File: config.mk
export PLATFORM = sky130hd
export DESIGN_NAME = cam_stream_gen
export DESIGN_NICKNAME = d
export VERILOG_FILES = /design/src/rtl/cam_stream_gen.sv
export SDC_FILE = /design/constraint.sdc
export NUM_CORES = 1
export LEC_CHECK = 0
export CAP_MARGIN = 0
export CELL_PAD_IN_SITES_DETAIL_PLACEMENT = 1
export CELL_PAD_IN_SITES_GLOBAL_PLACEMENT = 2
export CORE_ASPECT_RATIO = 1.25
export CORE_MARGIN = 1.5
export CORE_UTILIZATION = 32
export DETAILED_ROUTE_END_ITERATION = 12
export PLACE_DENSITY = 0.88
export SLEW_MARGIN = 20
export SYNTH_ARGS = -nofsm -noshare
export SYNTH_HDL_FRONTEND = slang
export SYNTH_SLANG_ARGS = --single-unit
File: constraint.sdc
create_clock -name clk -period 4.02 [get_ports clk]
set_input_delay 0.603 -clock clk [delete_from_list [all_inputs] [get_ports clk]]
set_output_delay 0.603 -clock clk [all_outputs]
set_load 0.02 [all_outputs]
File: src/rtl/cam_stream_gen.sv
// OV7670-style camera transmitter: pclk = clk/2, vsync/href framing, RGB444 byte stream.
// All outputs are registered and change only on pclk falling edges, so the receiver samples stable data on pclk rising.
module cam_stream_gen #(
    parameter int WIDTH    = 160,
    parameter int HEIGHT   = 120,
    parameter int VS_PCLK  = 8,
    parameter int VBP_PCLK = 16,
    parameter int HBL_PCLK = 16,
    parameter int VFP_PCLK = 16
) (
    input  logic       clk,
    input  logic       rst,
    input  logic       en,
    input  logic       pat_sel,
    output logic       CAM_pclk,
    output logic       CAM_vsync,
    output logic       CAM_href,
    output logic [7:0] CAM_px_data,
    output logic       frame_done,
    output logic [7:0] frame_cnt
);

    localparam int BW    = $clog2(2*WIDTH);
    localparam int LW    = (HEIGHT > 1) ? $clog2(HEIGHT) : 1;
    localparam int BAR_W = (WIDTH/8 > 0) ? WIDTH/8 : 1;
    localparam logic [BW-1:0] LAST_BYTE = BW'(2*WIDTH-1);
    localparam logic [LW-1:0] LAST_LINE = LW'(HEIGHT-1);

    typedef enum logic [2:0] {S_IDLE, S_VSYNC, S_VBP, S_ACTIVE, S_HBLANK, S_VFP} state_t;

    state_t          state_q, state_d;
    logic            ph_q;
    logic [BW-1:0]   byte_q, byte_d;
    logic [LW-1:0]   line_q, line_d;
    logic [7:0]      porch_q, porch_d;
    logic [14:0]     pix_q, pix_d;
    logic            pat_q, pat_d;
    logic            vsync_q, vsync_d;
    logic            href_q, href_d;
    logic [7:0]      data_q, data_d;
    logic            done_q, done_d;
    logic [7:0]      fcnt_q, fcnt_d;

    int              x_pix;
    logic [2:0]      bar;
    logic [11:0]     rgb;

    function automatic logic [11:0] bar_rgb(input logic [2:0] b);
        case (b)
            3'd0:    bar_rgb = 12'hFFF;
            3'd1:    bar_rgb = 12'hFF0;
            3'd2:    bar_rgb = 12'h0FF;
            3'd3:    bar_rgb = 12'h0F0;
            3'd4:    bar_rgb = 12'hF0F;
            3'd5:    bar_rgb = 12'hF00;
            3'd6:    bar_rgb = 12'h00F;
            default: bar_rgb = 12'h000;
        endcase
    endfunction

    always_comb begin
        state_d = state_q;
        byte_d  = byte_q;
        line_d  = line_q;
        porch_d = porch_q;
        pix_d   = pix_q;
        pat_d   = pat_q;
        fcnt_d  = fcnt_q;
        done_d  = 1'b0;

        unique case (state_q)
            S_IDLE: begin
                if (en) begin
                    state_d = S_VSYNC;
                    pat_d   = pat_sel;
                    line_d  = '0;
                    pix_d   = '0;
                    porch_d = '0;
                end
            end
            S_VSYNC: begin
                if (porch_q == 8'(VS_PCLK-1)) begin
                    state_d = S_VBP;
                    porch_d = '0;
                end else begin
                    porch_d = porch_q + 8'd1;
                end
            end
            S_VBP: begin
                if (porch_q == 8'(VBP_PCLK-1)) begin
                    state_d = S_ACTIVE;
                    byte_d  = '0;
                end else begin
                    porch_d = porch_q + 8'd1;
                end
            end
            S_ACTIVE: begin
                // the pixel index advances once the odd (G/B) byte has gone out
                if (byte_q[0]) pix_d = pix_q + 15'd1;
                if (byte_q == LAST_BYTE) begin
                    state_d = S_HBLANK;
                    porch_d = '0;
                end else begin
                    byte_d = byte_q + BW'(1);
                end
            end
            S_HBLANK: begin
                if (porch_q == 8'(HBL_PCLK-1)) begin
                    porch_d = '0;
                    if (line_q == LAST_LINE) begin
                        state_d = S_VFP;
                    end else begin
                        state_d = S_ACTIVE;
                        line_d  = line_q + LW'(1);
                        byte_d  = '0;
                    end
                end else begin
                    porch_d = porch_q + 8'd1;
                end
            end
            S_VFP: begin
                if (porch_q == 8'(VFP_PCLK-1)) begin
                    done_d  = 1'b1;
                    fcnt_d  = fcnt_q + 8'd1;
                    porch_d = '0;
                    if (en) begin
                        state_d = S_VSYNC;
                        pat_d   = pat_sel;
                        line_d  = '0;
                        pix_d   = '0;
                    end else begin
                        state_d = S_IDLE;
                    end
                end else begin
                    porch_d = porch_q + 8'd1;
                end
            end
            default: state_d = S_IDLE;
        endcase

        // output bytes are derived from the next-state counters so they register alongside them
        x_pix   = int'(byte_d[BW-1:1]);
        bar     = (x_pix / BAR_W > 7) ? 3'd7 : 3'(x_pix / BAR_W);
        rgb     = pat_d ? pix_d[11:0] : bar_rgb(bar);
        vsync_d = (state_d == S_VSYNC);
        href_d  = (state_d == S_ACTIVE);
        data_d  = 8'h00;
        if (href_d) data_d = byte_d[0] ? rgb[7:0] : {4'b0000, rgb[11:8]};
    end

    always_ff @(posedge clk) begin
        if (rst) begin
            ph_q    <= 1'b0;
            state_q <= S_IDLE;
            byte_q  <= '0;
            line_q  <= '0;
            porch_q <= '0;
            pix_q   <= '0;
            pat_q   <= 1'b0;
            vsync_q <= 1'b0;
            href_q  <= 1'b0;
            data_q  <= '0;
            done_q  <= 1'b0;
            fcnt_q  <= '0;
        end else begin
            ph_q   <= ~ph_q;
            done_q <= ph_q & done_d;
            if (ph_q) begin
                state_q <= state_d;
                byte_q  <= byte_d;
                line_q  <= line_d;
                porch_q <= porch_d;
                pix_q   <= pix_d;
                pat_q   <= pat_d;
                vsync_q <= vsync_d;
                href_q  <= href_d;
                data_q  <= data_d;
                fcnt_q  <= fcnt_d;
            end
        end
    end

    assign CAM_pclk    = ph_q;
    assign CAM_vsync   = vsync_q;
    assign CAM_href    = href_q;
    assign CAM_px_data = data_q;
    assign frame_done  = done_q;
    assign frame_cnt   = fcnt_q;

endmodule
==> flow_metrics.env, run 1 <==
export IMPL_outcome="finished clean"
export IMPL_crit_path_top_delay_cell="or4b_4"
export IMPL_finalMaxSlewViolations=0
export IMPL_num_antenna_cells=0
export IMPL_cts_tree="built"
export IMPL_cellPowerDensity_nw_per_um2=337
export IMPL_min_path_type="reg -> reg"
export IMPL_drcViolationCount=0
export IMPL_seq_area_frac_synth_pct=30.8
export IMPL_critPathBufInv=2
export IMPL_crit_family="compound AO/OA/AOI/OAI gates"
export IMPL_io_buffers=23
export IMPL_die_y_microns=127
export IMPL_reg2reg_slack_ns=0.02
export IMPL_crit_type="reg -> reg"
export IMPL_multi_input_area_sq_um=2670
export IMPL_dieArea_sq_um=12900
export IMPL_totalWireLength_mm=13.0
export IMPL_power_leakage_nw=1.89
export IMPL_placed_cells=701
export IMPL_start_util_pct=33.1
export IMPL_clkSlewWorstSetupHoldPaths_ns=0.05
export IMPL_worstSetupStartpointType="register"
export IMPL_path_max_fanout=4
export IMPL_crit_path_end_kind="register"
export IMPL_cp_data_required_time_ns=4.21
export IMPL_grt_start_max_net_pins=35
export IMPL_layout_drive_gt1_share_pct=22.7
export IMPL_first_iter_violations=178
export IMPL_timing_final_crit_share_pct=99.6
export IMPL_nFillCells=1476
export IMPL_ant_nets=0
export IMPL_finalSetupViolCount=0
export IMPL_maxCapViolations=0
export IMPL_cts_buffers=9
export IMPL_async_reset_ff_share_pct=0
export IMPL_synthesis_area_sq_um=3900
export IMPL_ctsHoldBuffers=0
export IMPL_core_sq_um=11800
export IMPL_grt_pass1_vias=4216
export IMPL_fmax_ghz=0.250
export IMPL_synth_edf_count=0
export IMPL_synth_seq_cells=60
export IMPL_wl_per_cell_microns=17.4
export IMPL_avgSynthCellArea_sq_um=7.63
export IMPL_htreeDepth=3
export IMPL_post_route_min_period_ns=4.00
export IMPL_rsz0062_at_grt="true"
export IMPL_cp_cell_sequence="or4b_4, o21ai_4, a22oi_2, a21oi_4, inv_2, ha_4, nor3_4, inv_2, ha_4, nand2b_4, nor2_2, o21ai_1, o22ai_2, o211a_1, a21oi_4, o211ai_2, maj3_2, o2111ai_4, a41oi_2"
export IMPL_overflow=0
export IMPL_nets=591
export IMPL_cts_root_buf="clkbuf_16"
export IMPL_num_io_pins=24
export IMPL_clockBufferDepth=2
export IMPL_dr_pass1_iters=4
export IMPL_netlist_instances=512
export IMPL_synth_ff_type="dfxtp_1"
export IMPL_slowest_delay_ns=0.58
export IMPL_clock_latency_ns=0.33
export IMPL_ir_drop_mv=0.203
export IMPL_vias=4218
export IMPL_crit_arrival_ns=4.20
export IMPL_power_total_mw=1.73
export IMPL_hold_viol=0
export IMPL_grt_pass1_wl_mm=20.9
export IMPL_via_per_inst=5.65
export IMPL_yosys_warnings=0
export IMPL_worstMarginPinSlew_ns=0.767
export IMPL_fin_cells=746
export IMPL_die_w_microns=102
export IMPL_dp_final_hpwl_mm=8.74
export IMPL_cts_sinks=60
export IMPL_relSlewSlack_pct=48.8
export IMPL_synth_nets=523
export IMPL_gp_congestion=0.875
export IMPL_post_route_util_pct=43.7
export IMPL_seq_area_sq_um=1210
export IMPL_rows=44
export IMPL_yosysUniqueCellTypes=72
export IMPL_antenna_found_initial=0
export IMPL_grt_use_total_pct=20.5
export IMPL_area_growth_pct=31.7
export IMPL_clock_skew_final_ns=0.00499
[report_power, final]
| part | leakage [nW] | switching, mW | internal (mW) |
|---|---|---|---|
| clock | 0.135 | 0.295 | 0.432 |
| sequential | 0.489 | 0.0248 | 0.614 |
| combinational | 1.27 | 0.212 | 0.153 |
| total | 1.89 | 0.532 | 1.20 |
[flip-flops by register name, summed over array words and instances, names as in the netlist]
signal       cells
pix_q           12
byte_q           9
CAM_px_data      8
frame_cnt        8
porch_q          8
line_q           7
state_q          3
CAM_href         1
CAM_pclk         1
CAM_vsync        1
frame_done       1
pat_q            1
[layout make-up]
| cell class | instances | share of cell area (%) |
|---|---|---|
| Multi-Input combinational cell | 406 | 52.0 |
| Sequential cell | 60 | 23.5 |
| Timing Repair Buffer | 90 | 14.2 |
| Clock buffer | 10 | 4.65 |
| Tap cell | 161 | 3.92 |
| Inverter | 13 | 0.997 |
| Clock inverter | 6 | 0.754 |
[stage by stage]
| step | area (sq um) | setup TNS [ns] | hold slack, ns | setup slack [ns] |
|---|---|---|---|---|
| after floorplan | 3930 | 0 | 0.470 | 0.00462 |
| after global placement | 4520 | 0 | 0.469 | 0.0849 |
| after detailed placement | 4520 | -0.381 | 0.473 | -0.106 |
| after CTS | 5010 | 0 | 0.468 | 0.00360 |
| after global routing | 5140 | -0.371 | 0.487 | -0.100 |
| final | 5140 | 0 | 0.464 | 0.0160 |
[cell usage in the layout, fill, tap and decap left out, types with 4 or more instances in the layout]
cell type and n:
buf_4 66, nor3_1 7, a41oi_2 4, nand4_1 12
nor2_1 70, ha_1 4, clkdlybuf4s50_1 22, inv_1 8
a311oi_1 4, nand2_1 56, a21oi_1 41, clkbuf_16 9
nand2b_1 7, nor2b_1 6, mux2i_1 5, xor2_1 17
a22o_1 6, a211oi_1 21, a22oi_1 9, nand3_1 18
dfxtp_1 57, o21ai_0 24, xnor2_1 4, and3_1 11
a21o_1 5
[synthesized netlist by cell type (3+ instances only)]
| cell | number | area (sq um) |
|---|---|---|
| nor2_1 | 71 | 267 |
| dfxtp_1 | 60 | 1200 |
| nand2_1 | 56 | 210 |
| a21oi_1 | 41 | 205 |
| clkbuf_1 | 30 | 113 |
| o21ai_0 | 26 | 130 |
| a211oi_1 | 22 | 165 |
| nand3_1 | 18 | 90.1 |
| xor2_1 | 17 | 149 |
| nand4_1 | 12 | 75.1 |
| and3_1 | 11 | 68.8 |
| a22oi_1 | 9 | 67.6 |
| inv_1 | 9 | 33.8 |
| nand2b_1 | 8 | 50.1 |
| nor3_1 | 8 | 40.0 |
| ha_1 | 7 | 87.6 |
| a22o_1 | 6 | 52.6 |
| nor2b_1 | 6 | 37.5 |
| a21o_1 | 5 | 37.5 |
| mux2i_1 | 5 | 50.1 |
| a311oi_1 | 4 | 35.0 |
| a41oi_1 | 4 | 35.0 |
| xnor2_1 | 4 | 35.0 |
| a221oi_1 | 3 | 26.3 |
| a221oi_2 | 3 | 45.0 |
| a31oi_1 | 3 | 18.8 |
| and4b_1 | 3 | 30.0 |
| inv_2 | 3 | 11.3 |
| nand3b_1 | 3 | 22.5 |
[tightest hold or removal path: stages (launching register included)]
cell	delay (ns)
dfxtp_1	0.30
nand2_1	0.06
a21oi_1	0.05
[timing repair]
action,4_1_cts,5_1_grt
gates resized for setup,15,11
pin swaps,15,17
setup buffers,17,12
gates cloned,0,0
setup endpoints to repair,4,4
endpoints found under the hold margin,0,0
[path summary, 6_finish.rpt]
check,startpoint,end,depth (start not counted)
worst min register to register,CAM_href$_SDFFE_PP0P_,CAM_href$_SDFFE_PP0P_,2
worst min-delay path,CAM_href$_SDFFE_PP0P_,CAM_href$_SDFFE_PP0P_,2
worst max register to register,porch_q[7]$_SDFFE_PP0P_,CAM_px_data[0]$_SDFFE_PP0P_,19
worst max-delay path,porch_q[7]$_SDFFE_PP0P_,CAM_px_data[0]$_SDFFE_PP0P_,19
[logic make-up (layout without fill, tap and decap cells)]
| kind of cell | count (synthesis) | in the layout | share of synthesized area, % |
|---|---|---|---|
| xor+xnor | 21 | 21 | 4.71 |
| simple gates | 215 | 215 | 27.4 |
| mux | 6 | 6 | 1.57 |
| flops | 60 | 60 | 30.8 |
| buf+inv | 46 | 119 | 4.45 |
| fa+ha+maj | 8 | 8 | 2.53 |
| compound gates | 156 | 156 | 28.6 |
[per-layer routing]
metal	track usage [%]	routed length, microns	part of all wire, %
met5	0	0	0
met4	7.68	412	3.2
met3	2.92	444	3.4
met2	35.5	6710	52
met1	25.5	5400	42
(Power assumes the default switching activity.)
==> run 2, diff against run 1 <==
--- a/config.mk
+++ b/config.mk
@@ -12,6 +12,7 @@
 export CORE_MARGIN = 1.5
 export CORE_UTILIZATION = 32
 export DETAILED_ROUTE_END_ITERATION = 12
+export HOLD_SLACK_MARGIN = 0.08
 export PLACE_DENSITY = 0.88
 export SLEW_MARGIN = 20
 export SYNTH_ARGS = -nofsm -noshare
==> results of run 2 <==
The final DEF is identical to that of run 1; final timing and power are the same.
